## src/rtl/stallable_control_fsm.sv

```systemverilog
// Multi-cycle RV32I control FSM with ready-handshake memory stalls, encoded halt cause,
// ecall resume and a retired-instruction counter. Optional stall counter: CTRL_STALL_COUNT_EN.
module stallable_control_fsm #(
  parameter int MEM_WAIT_MAX = 16,
  parameter int RETIRE_W     = 32,
  parameter int STALL_W      = 16
) (
  input  logic                clock,
  input  logic                reset,
  input  logic [6:0]          opcode,
  input  logic [2:0]          funct3,
  input  logic                mem_ready,
  input  logic                pc_misaligned,
  input  logic                mem_unaligned,
  input  logic                mem_bad_funct3,
  input  logic                resume,
  output logic                rd_write_en,
  output logic [1:0]          mem_mode,
  output logic                mem_req,
  output logic [3:0]          rd_src,
  output logic                pc_write_en,
  output logic                iaddr_next,
  output logic                op_imm,
  output logic                imm_auipc,
  output logic [1:0]          branch_mode,
  output logic                halted,
  output logic [2:0]          halt_cause,
  output logic [RETIRE_W-1:0] retired,
  output logic [STALL_W-1:0]  stall_cycles
);
  localparam int WAIT_W = $clog2(MEM_WAIT_MAX + 1);

  localparam logic [6:0] OPC_LUI    = 7'b0110111;
  localparam logic [6:0] OPC_AUIPC  = 7'b0010111;
  localparam logic [6:0] OPC_JAL    = 7'b1101111;
  localparam logic [6:0] OPC_JALR   = 7'b1100111;
  localparam logic [6:0] OPC_BRANCH = 7'b1100011;
  localparam logic [6:0] OPC_LOAD   = 7'b0000011;
  localparam logic [6:0] OPC_STORE  = 7'b0100011;
  localparam logic [6:0] OPC_OPIMM  = 7'b0010011;
  localparam logic [6:0] OPC_OP     = 7'b0110011;
  localparam logic [6:0] OPC_FENCE  = 7'b0001111;
  localparam logic [6:0] OPC_SYSTEM = 7'b1110011;

  localparam logic [1:0] MM_NOP     = 2'd0;
  localparam logic [1:0] MM_LOAD    = 2'd1;
  localparam logic [1:0] MM_PRELOAD = 2'd2;
  localparam logic [1:0] MM_STORE   = 2'd3;

  localparam logic [2:0] CAUSE_NONE        = 3'd0;
  localparam logic [2:0] CAUSE_ECALL       = 3'd1;
  localparam logic [2:0] CAUSE_PC_MISALIGN = 3'd2;
  localparam logic [2:0] CAUSE_MEM_UNALIGN = 3'd3;
  localparam logic [2:0] CAUSE_BAD_FUNCT3  = 3'd4;
  localparam logic [2:0] CAUSE_BAD_OPCODE  = 3'd5;
  localparam logic [2:0] CAUSE_TIMEOUT     = 3'd6;

  typedef enum logic [1:0] {INIT, RUN, MEM1, HALT} state_t;

  state_t            state;
  logic              second_phase;
  logic [WAIT_W-1:0] wait_cnt;
  logic              is_load, two_cycle, known_op, active, input_err, first_run;
  logic              stall, timeout;
  logic [2:0]        cause_sel;

  assign is_load   = (opcode == OPC_LOAD);
  assign two_cycle = is_load || (opcode == OPC_STORE && funct3 != 3'b010);
  assign active    = (state == RUN) || (state == MEM1);
  assign input_err = active && (pc_misaligned || mem_unaligned || mem_bad_funct3);
  assign first_run = (state == RUN) && !second_phase;
  assign halted    = (state == HALT);

  always_comb begin
    case (opcode)
      OPC_LUI, OPC_AUIPC, OPC_JAL, OPC_JALR, OPC_BRANCH, OPC_LOAD, OPC_STORE,
      OPC_OPIMM, OPC_OP, OPC_FENCE, OPC_SYSTEM: known_op = 1'b1;
      default:                                  known_op = 1'b0;
    endcase
  end

  // Decode for the current cycle; stalls and error halts then strip the commit enables.
  always_comb begin
    rd_write_en = 1'b0;
    mem_mode    = MM_NOP;
    rd_src      = 4'b0000;
    pc_write_en = 1'b0;
    iaddr_next  = 1'b0;
    op_imm      = 1'b0;
    imm_auipc   = 1'b0;
    branch_mode = 2'd0;
    case (state)
      RUN: begin
        if (second_phase) begin
          pc_write_en = 1'b1;
          iaddr_next  = 1'b1;
          if (is_load) begin
            mem_mode    = MM_LOAD;
            rd_write_en = 1'b1;
            rd_src      = 4'b0001;
          end else begin
            mem_mode = MM_STORE;
          end
        end else if (!two_cycle) begin
          case (opcode)
            OPC_LUI:    begin pc_write_en = 1'b1; iaddr_next = 1'b1; rd_write_en = 1'b1; rd_src = 4'b0100; end
            OPC_AUIPC:  begin pc_write_en = 1'b1; iaddr_next = 1'b1; rd_write_en = 1'b1; rd_src = 4'b0100; imm_auipc = 1'b1; end
            OPC_JAL:    begin pc_write_en = 1'b1; iaddr_next = 1'b1; rd_write_en = 1'b1; rd_src = 4'b1000; branch_mode = 2'd1; end
            OPC_JALR:   begin pc_write_en = 1'b1; iaddr_next = 1'b1; rd_write_en = 1'b1; rd_src = 4'b1000; branch_mode = 2'd2; end
            OPC_BRANCH: begin pc_write_en = 1'b1; iaddr_next = 1'b1; branch_mode = 2'd3; end
            OPC_OPIMM:  begin pc_write_en = 1'b1; iaddr_next = 1'b1; rd_write_en = 1'b1; rd_src = 4'b0010; op_imm = 1'b1; end
            OPC_OP:     begin pc_write_en = 1'b1; iaddr_next = 1'b1; rd_write_en = 1'b1; rd_src = 4'b0010; end
            OPC_FENCE:  begin pc_write_en = 1'b1; iaddr_next = 1'b1; end
            OPC_STORE:  begin pc_write_en = 1'b1; iaddr_next = 1'b1; mem_mode = MM_STORE; end
            default:    ;
          endcase
        end
      end
      MEM1:    mem_mode = is_load ? MM_LOAD : MM_PRELOAD;
      HALT: begin
        if (resume && halt_cause == CAUSE_ECALL) begin
          pc_write_en = 1'b1;
          iaddr_next  = 1'b1;
        end
      end
      default: ;
    endcase
    if (mem_mode != MM_NOP && !mem_ready) begin
      pc_write_en = 1'b0;
      rd_write_en = 1'b0;
      rd_src      = 4'b0000;
    end
    if (input_err) begin
      rd_write_en = 1'b0;
      mem_mode    = MM_NOP;
      rd_src      = 4'b0000;
      pc_write_en = 1'b0;
      iaddr_next  = 1'b0;
      op_imm      = 1'b0;
      imm_auipc   = 1'b0;
      branch_mode = 2'd0;
    end
    mem_req = (mem_mode != MM_NOP);
  end

  assign stall   = mem_req && !mem_ready;
  assign timeout = stall && (wait_cnt == WAIT_W'(MEM_WAIT_MAX - 1));

  always_comb begin
    cause_sel = CAUSE_NONE;
    if (active) begin
      if (pc_misaligned)                        cause_sel = CAUSE_PC_MISALIGN;
      else if (mem_unaligned)                   cause_sel = CAUSE_MEM_UNALIGN;
      else if (mem_bad_funct3)                  cause_sel = CAUSE_BAD_FUNCT3;
      else if (timeout)                         cause_sel = CAUSE_TIMEOUT;
      else if (first_run && !known_op)          cause_sel = CAUSE_BAD_OPCODE;
      else if (first_run && opcode == OPC_SYSTEM) cause_sel = CAUSE_ECALL;
    end
  end

  always_ff @(posedge clock or posedge reset) begin
    if (reset) begin
      state        <= INIT;
      second_phase <= 1'b0;
      wait_cnt     <= '0;
      halt_cause   <= CAUSE_NONE;
      retired      <= '0;
    end else begin
      retired  <= retired + RETIRE_W'(pc_write_en);
      wait_cnt <= stall ? wait_cnt + 1'b1 : '0;
      case (state)
        INIT: begin
          state        <= RUN;
          second_phase <= 1'b0;
        end
        RUN, MEM1: begin
          if (cause_sel != CAUSE_NONE) begin
            state        <= HALT;
            halt_cause   <= cause_sel;
            second_phase <= 1'b0;
            wait_cnt     <= '0;
          end else if (state == MEM1) begin
            if (mem_ready) begin
              state        <= RUN;
              second_phase <= 1'b1;
            end
          end else if (second_phase) begin
            if (mem_ready) second_phase <= 1'b0;
          end else if (two_cycle) begin
            state <= MEM1;
          end
        end
        HALT: begin
          if (resume && halt_cause == CAUSE_ECALL) begin
            state      <= RUN;
            halt_cause <= CAUSE_NONE;
          end
        end
        default: state <= INIT;
      endcase
    end
  end

`ifdef CTRL_STALL_COUNT_EN
  always_ff @(posedge clock or posedge reset) begin
    if (reset)                                  stall_cycles <= '0;
    else if (stall && stall_cycles != '1)       stall_cycles <= stall_cycles + 1'b1;
  end
`else
  assign stall_cycles = '0;
`endif

endmodule

```

## config.mk

```make
export PLATFORM = sky130hd
export DESIGN_NAME = stallable_control_fsm
export DESIGN_NICKNAME = d
export VERILOG_FILES = /design/src/rtl/stallable_control_fsm.sv
export SDC_FILE = /design/constraint.sdc
export NUM_CORES = 1
export LEC_CHECK = 0
export BUFFER_PORTS_ARGS = -buffer_cell sky130_fd_sc_hd__buf_2
export CORE_ASPECT_RATIO = 1.1
export CORE_MARGIN = 10
export CORE_UTILIZATION = 55
export DETAILED_ROUTE_END_ITERATION = 10
export GPL_TIMING_DRIVEN = 0
export MAX_ROUTING_LAYER = met4
export PLACE_DENSITY_LB_ADDON = 0.08
export SYNTH_ARGS = -nofsm -noshare
export SYNTH_HDL_FRONTEND = slang
export SYNTH_SLANG_ARGS = --single-unit
export TNS_END_PERCENT = 50
```

## constraint.sdc

```tcl
create_clock -name clock -period 5.6 [get_ports clock]
set_clock_uncertainty 0.05 [all_clocks]
set_input_delay 1.12 -clock clock [delete_from_list [all_inputs] [get_ports clock]]
set_output_delay 1.12 -clock clock [all_outputs]
set_load 0.02 [all_outputs]
```

# After elaboration in Yosys (flattened, before gate mapping)
# Index checks and enable logic that the tools add are counted.
# W data, S select, Z words.
[totals]
ff_bits = 43
out_inout_bits = 66
wordCells = 132
[classes]
add_sub_neg = 2
eq_ne = 22
mux = 71
reduce_logical = 32
[ops]
columns = ["cell", "n"]
rows = [
  ["$add A32 B1 Y32", 1],
  ["$mux W1", 32],
  ["$mux W2", 16],
  ["$eq A7 B7 Y1 const B", 4],
  ["$mux W3", 8],
  ["$eq A7 B6 Y1 const B", 3],
  ["$mux W4", 5],
  ["$mux W5", 3],
  ["$eq A7 B5 Y1 const B", 2],
  ["$ne A4 B4 Y1 const B", 3],
  ["$pmux W2 S3", 2],
  ["$pmux W4 S3", 1],
  ["$reduce_or A11 Y1", 1],
  ["$logic_and A1 B1 Y1", 9],
  ["$reduce_or A9 Y1", 1],
  ["$reduce_bool A2 Y1", 4],
  ["$reduce_or A2 Y1", 4],
  ["$eq A7 B2 Y1 const B", 1],
  ["$eq A7 B4 Y1 const B", 1],
  ["$pmux W3 S2", 1],
  ["$reduce_or A6 Y1", 1],
  ["$add A5 B1 Y5 const B", 1],
  ["$eq A5 B4 Y1 const B", 1],
  ["$eq A2 B2 Y1 const B", 2],
  ["other kinds (14)", 20],
]

# Depth between registers and ports, before layout
[depth]
depth_word = 18
mapped_depth = 14

# Least setup slack after synthesis
# Ideal clock, no wire load.
[synth_timing]
path_type = "input-to-output"
start = "in opcode[3]"
end = "out rd_write_en"
arrival_time_ns = 3.268
t_required_ns = 4.430
setup_slack_ns = 1.162
cell_stages = 5
cell_sequence = "buf_6 -> nor4_4 -> nand2_1 -> a2111oi_0 -> a31o_2"
[synth_between]
elab_chain_len = 10
elab_cells_between_ends = 26
[synth_rtl]
columns = ["element", "line", "source"]
rows = [
  ["start: declaration", "10", "input logic [6:0] opcode,"],
  ["$eq A7 B6 Y1", "68, 105", ""],
  ["$logic_and A1 B1 Y1", "68", "assign two_cycle = is_load || (opcode == OPC_STORE && funct3 != 3'b010);"],
  ["$logic_or A1 B1 Y1", "68", ""],
  ["$mux W2", "104", "end else if (!two_cycle) begin"],
  ["$mux W2", "94", "if (second_phase) begin"],
  ["$pmux W2 S2", "92", "case (state)"],
  ["$reduce_bool A2 Y1", "128", "if (mem_mode != MM_NOP && !mem_ready) begin"],
  ["$logic_and A1 B1 Y1", "128", ""],
  ["$mux W1 *", "128", ""],
  ["$mux W1 *", "133", "if (input_err) begin"],
  ["end: declaration", "17", "output logic rd_write_en,"],
]
# Every way passes the cells marked *; elsewhere a longest branch is shown, timed or not.

# Worst setup path after layout
[layout_timing]
start = "in opcode[2]"
end = "reg retired[18]"
[layout_between]
elab_chain_len = 11
elab_cells_between_ends = 28
[layout_rtl]
columns = ["element", "line", "source"]
rows = [
  ["branches (longest 8 deep; another with $reduce_or A9 Y1)", "--", ""],
  ["$mux W1 *", "128", ""],
  ["$mux W1 *", "133", ""],
  ["$add A32 B1 Y32 *", "169", "retired <= retired + RETIRE_W'(pc_write_en);"],
  ["end signal: assignment", "169", ""],
  ["end: declaration", "28", "output logic [RETIRE_W-1:0] retired,"],
]
# Mark *: on every way between the ends.
# A chain may end at the register's enable or synchronous reset.

==> results.toml <==
[critical_path]
worstPathArrival_ns = 4.35
cp-startpoint = "opcode[2]"
ff2ff_path_depth = 13
end_kind = "flop"
start_kind = "primary input"
cp.required_ns = 5.77
path_class = "in -> reg"
r2r_setup_slack_ns = 2.07
regToRegStartpoint = "state[1]"
path_max_fanout = 10
r2r-end = "retired[18]"

[yosys]
async_flop_share_pct = 100.0
synthTopCellsByArea = "dfrtp_1 41%, xnor2_1 8.7%, buf_4 5.2%"
ys_ff_latch = 43
syn_inst = 269
seq_area_frac_synth_pct = 41.19
synth_top_area_cell = "dfrtp_1"
ys.flop_type = "dfrtp_1"
yosys_warnings = 0
synthesis.area_um2 = 2613
avgSynthCellArea_um2 = 9.712
synth_edf_count = 0
synth_top_area_share_pct = 41.19
yosysUniqueCellTypes = 54

[global_routing]
grt_use_total_pct = 16.65
grt_pass1_vias = 2216
grt_max_degree = 44
grt_first_pass_wirelength_um = 10580
overflow = 0
antenna_found_initial = 0

[floorplan]
die_y_um = 92.29
die_area_um2 = 7910
initial_core_util_pct = 56.55
fp-row-count = 26
boundaryPins = 83
die_x_um = 85.71
core_area_um2 = 4619

[route]
wl_um = 6267
drt_iter0_drc = 48
routedWlPerCell_um = 15.21
num_vias = 2214
vias_per_cell = 5.374
firstDrtPassIters = 4
ant_nets = 0
drc_errors = 0

[pwr]
ir_drop_uv = 306.0
comb_power_share_pct = 28.7
p_sw_share_pct = 32.27
clkPwrFrac_pct = 31.8
p_switching_mw = 0.2850
powerDensity_nw_per_um2 = 276.6
power_leakage_nw = 1.645
p_int_mw = 0.5981
power_frac_seq_pct = 39.4

[placement]
gp_congestion = 0.8711
hpwl_um = 4851
port_buffers = 64
pre_cts_ws_ns = 1.167

[timing]
maxSlewHeadroom_pct = 42.39
finalHoldViolCount = 0
fin_crit_ns = 4.185
period_share_pct = 74.72
max_freq_ghz = 0.2390
rsz0062_at_grt = "false"
slew_violations = 0
finalWorstSetupSlack_ns = 1.415
finalSetupViolations = 0
fin_setup_tns_ns = 0
tightestPinTransition_ns = 0.8630

[clocking]
htreeDepth = 2
tritoncts = "yes"
cts.root.buffer_cell = "clkbuf_8"
cts_buffer_depth = 2
post-cts-setup-buffers = 0
clk_pin_slew_ns = 0.08
cts_resized = 0
hold_buffers = 0
cts_buffers = 5
clock_latency_ns = 0.29
clock_sinks = 43

[worst_hold_path]
hold_end = "wait_cnt[0]"
hp-class = "reg -> reg"
min-delay-start = "wait_cnt[0]"
hold_depth = 1

[finish]
nFillCells = 400
fin_nets = 380
area_growth_pct = 22.17
drive_gt1_share_pct = 29.49
antenna_cells = 0

[run]
maxCapViolCount = 0

[outcome]
status = "complete, no violations"
## layout make-up
cell class / count / area, µm² / share of cell area [%]
sequential: 43 / 1076 / 33.71
buffer: 19 / 146.4 / 4.586
clock buffer: 6 / 72.57 / 2.274
inverter: 15 / 56.30 / 1.764
multi-input combinational: 207 / 1390 / 43.55
timing repair buffer: 64 / 320.3 / 10.04
clock inverter: 2 / 60.06 / 1.882
tap: 56 / 70.07 / 2.195
## through the flow
step | utilization (%) | area, µm² | power [mW] | instances | hold slack [ns]
after floorplan | - | 2669 | 0.5393 | 284 | 0.3831
after global placement | 66.22 | 3059 | 0.6028 | 404 | 0.4048
after detailed placement | 66.22 | 3059 | 0.6074 | 404 | 0.4220
after CTS | 69.10 | 3192 | 0.8914 | 412 | 0.4334
after global routing | 69.10 | 3192 | 0.9328 | 412 | 0.4496
final | 69.10 | 3192 | 0.8830 | 412 | 0.4290
## cells in the mapped netlist, types with 2 or more instances
master,n
and3_1,6
a32oi_1,2
nand4_1,9
buf_4,18
a32o_1,2
nand3_1,16
nand2_1,21
o2bb2ai_1,3
dfrtp_1,43
and2_1,4
nor2_1,19
nor3b_1,2
nand2b_1,6
xnor2_1,26
inv_1,15
ha_1,8
a21oi_1,5
or2_2,2
nor3_1,13
o21ai_0,6
xor2_1,7
and4_1,2
o31ai_1,3
## logic make-up after synthesis
| family | after synthesis | synth area share [%] |
|---|---|---|
| XOR/XNOR | 33 | 11.06 |
| AO/OA/AOI/OAI | 36 | 11.16 |
| AND/OR/NAND/NOR | 113 | 24.47 |
| flip-flops | 43 | 41.19 |
| adder cells (fa/ha/maj) | 8 | 3.832 |
| buffers and inverters | 34 | 7.758 |
| other | 1 | 0.1435 |
| multiplexers | 1 | 0.3832 |
## state kept, by name, indices dropped and copies added (netlist names)
name and cells:
wait_cnt 5, halt_cause 3, state 2, retired 32, second_phase 1
## worst max-delay path: stages
cell and delay, ns:
buf_2 0.16, or3b_2 0.47, a21oi_1 0.20, o211a_1 0.16, o21ai_0 0.07, a21oi_1 0.22
and2b_2 0.20, ha_1 0.19, ha_1 0.21, nand3_1 0.13, nor2_1 0.56, nand2_1 0.23
nor3_1 0.25, xor2_1 0.17
## placed cells by master, fill, tap and decap left out, types with 2 or more instances in the layout
cell and instances:
buf_2 64, dfrtp_1 43, xnor2_1 26, nand2_1 21, nor2_1 19, buf_4 18, nand3_1 16, conb_1 16
inv_1 14, nor3_1 13, nand4_1 9, ha_1 8, xor2_1 7, nand2b_1 6, o21ai_0 6, and3_1 6
a21oi_1 5, clkbuf_8 5, and2_1 4, o31ai_1 3, o2bb2ai_1 3, and4_1 2, or2_2 2, nor3b_1 2
a32o_1 2, a32oi_1 2, bufinv_16 2
## power groups by stage
stage	clock network [mW]	logic, mW	registers [mW]
floorplan	0	0.167	0.372
global placement	0	0.250	0.353
detailed placement	0	0.253	0.355
CTS	0.289	0.254	0.348
global route	0.301	0.281	0.351
finish	0.281	0.253	0.348
## how the worst max path moves through the flow
stage,to,slack (ns),cells past startpoint
after floorplan,rd_write_en,1.16,5
after global placement,retired[18],1.21,14
after detailed placement,retired[18],1.17,14
after CTS,retired[18],1.43,14
after global routing,retired[18],1.15,14
final,retired[18],1.42,14
## metal layers
metal | global-route usage (%) | wire length, µm
met4 | 5.357 | 60
met5 | - | 0
met1 | 17.72 | 2594
met2 | 28.88 | 3197
met3 | 4.867 | 414
No activity file was read; power rests on OpenSTA's default activity.
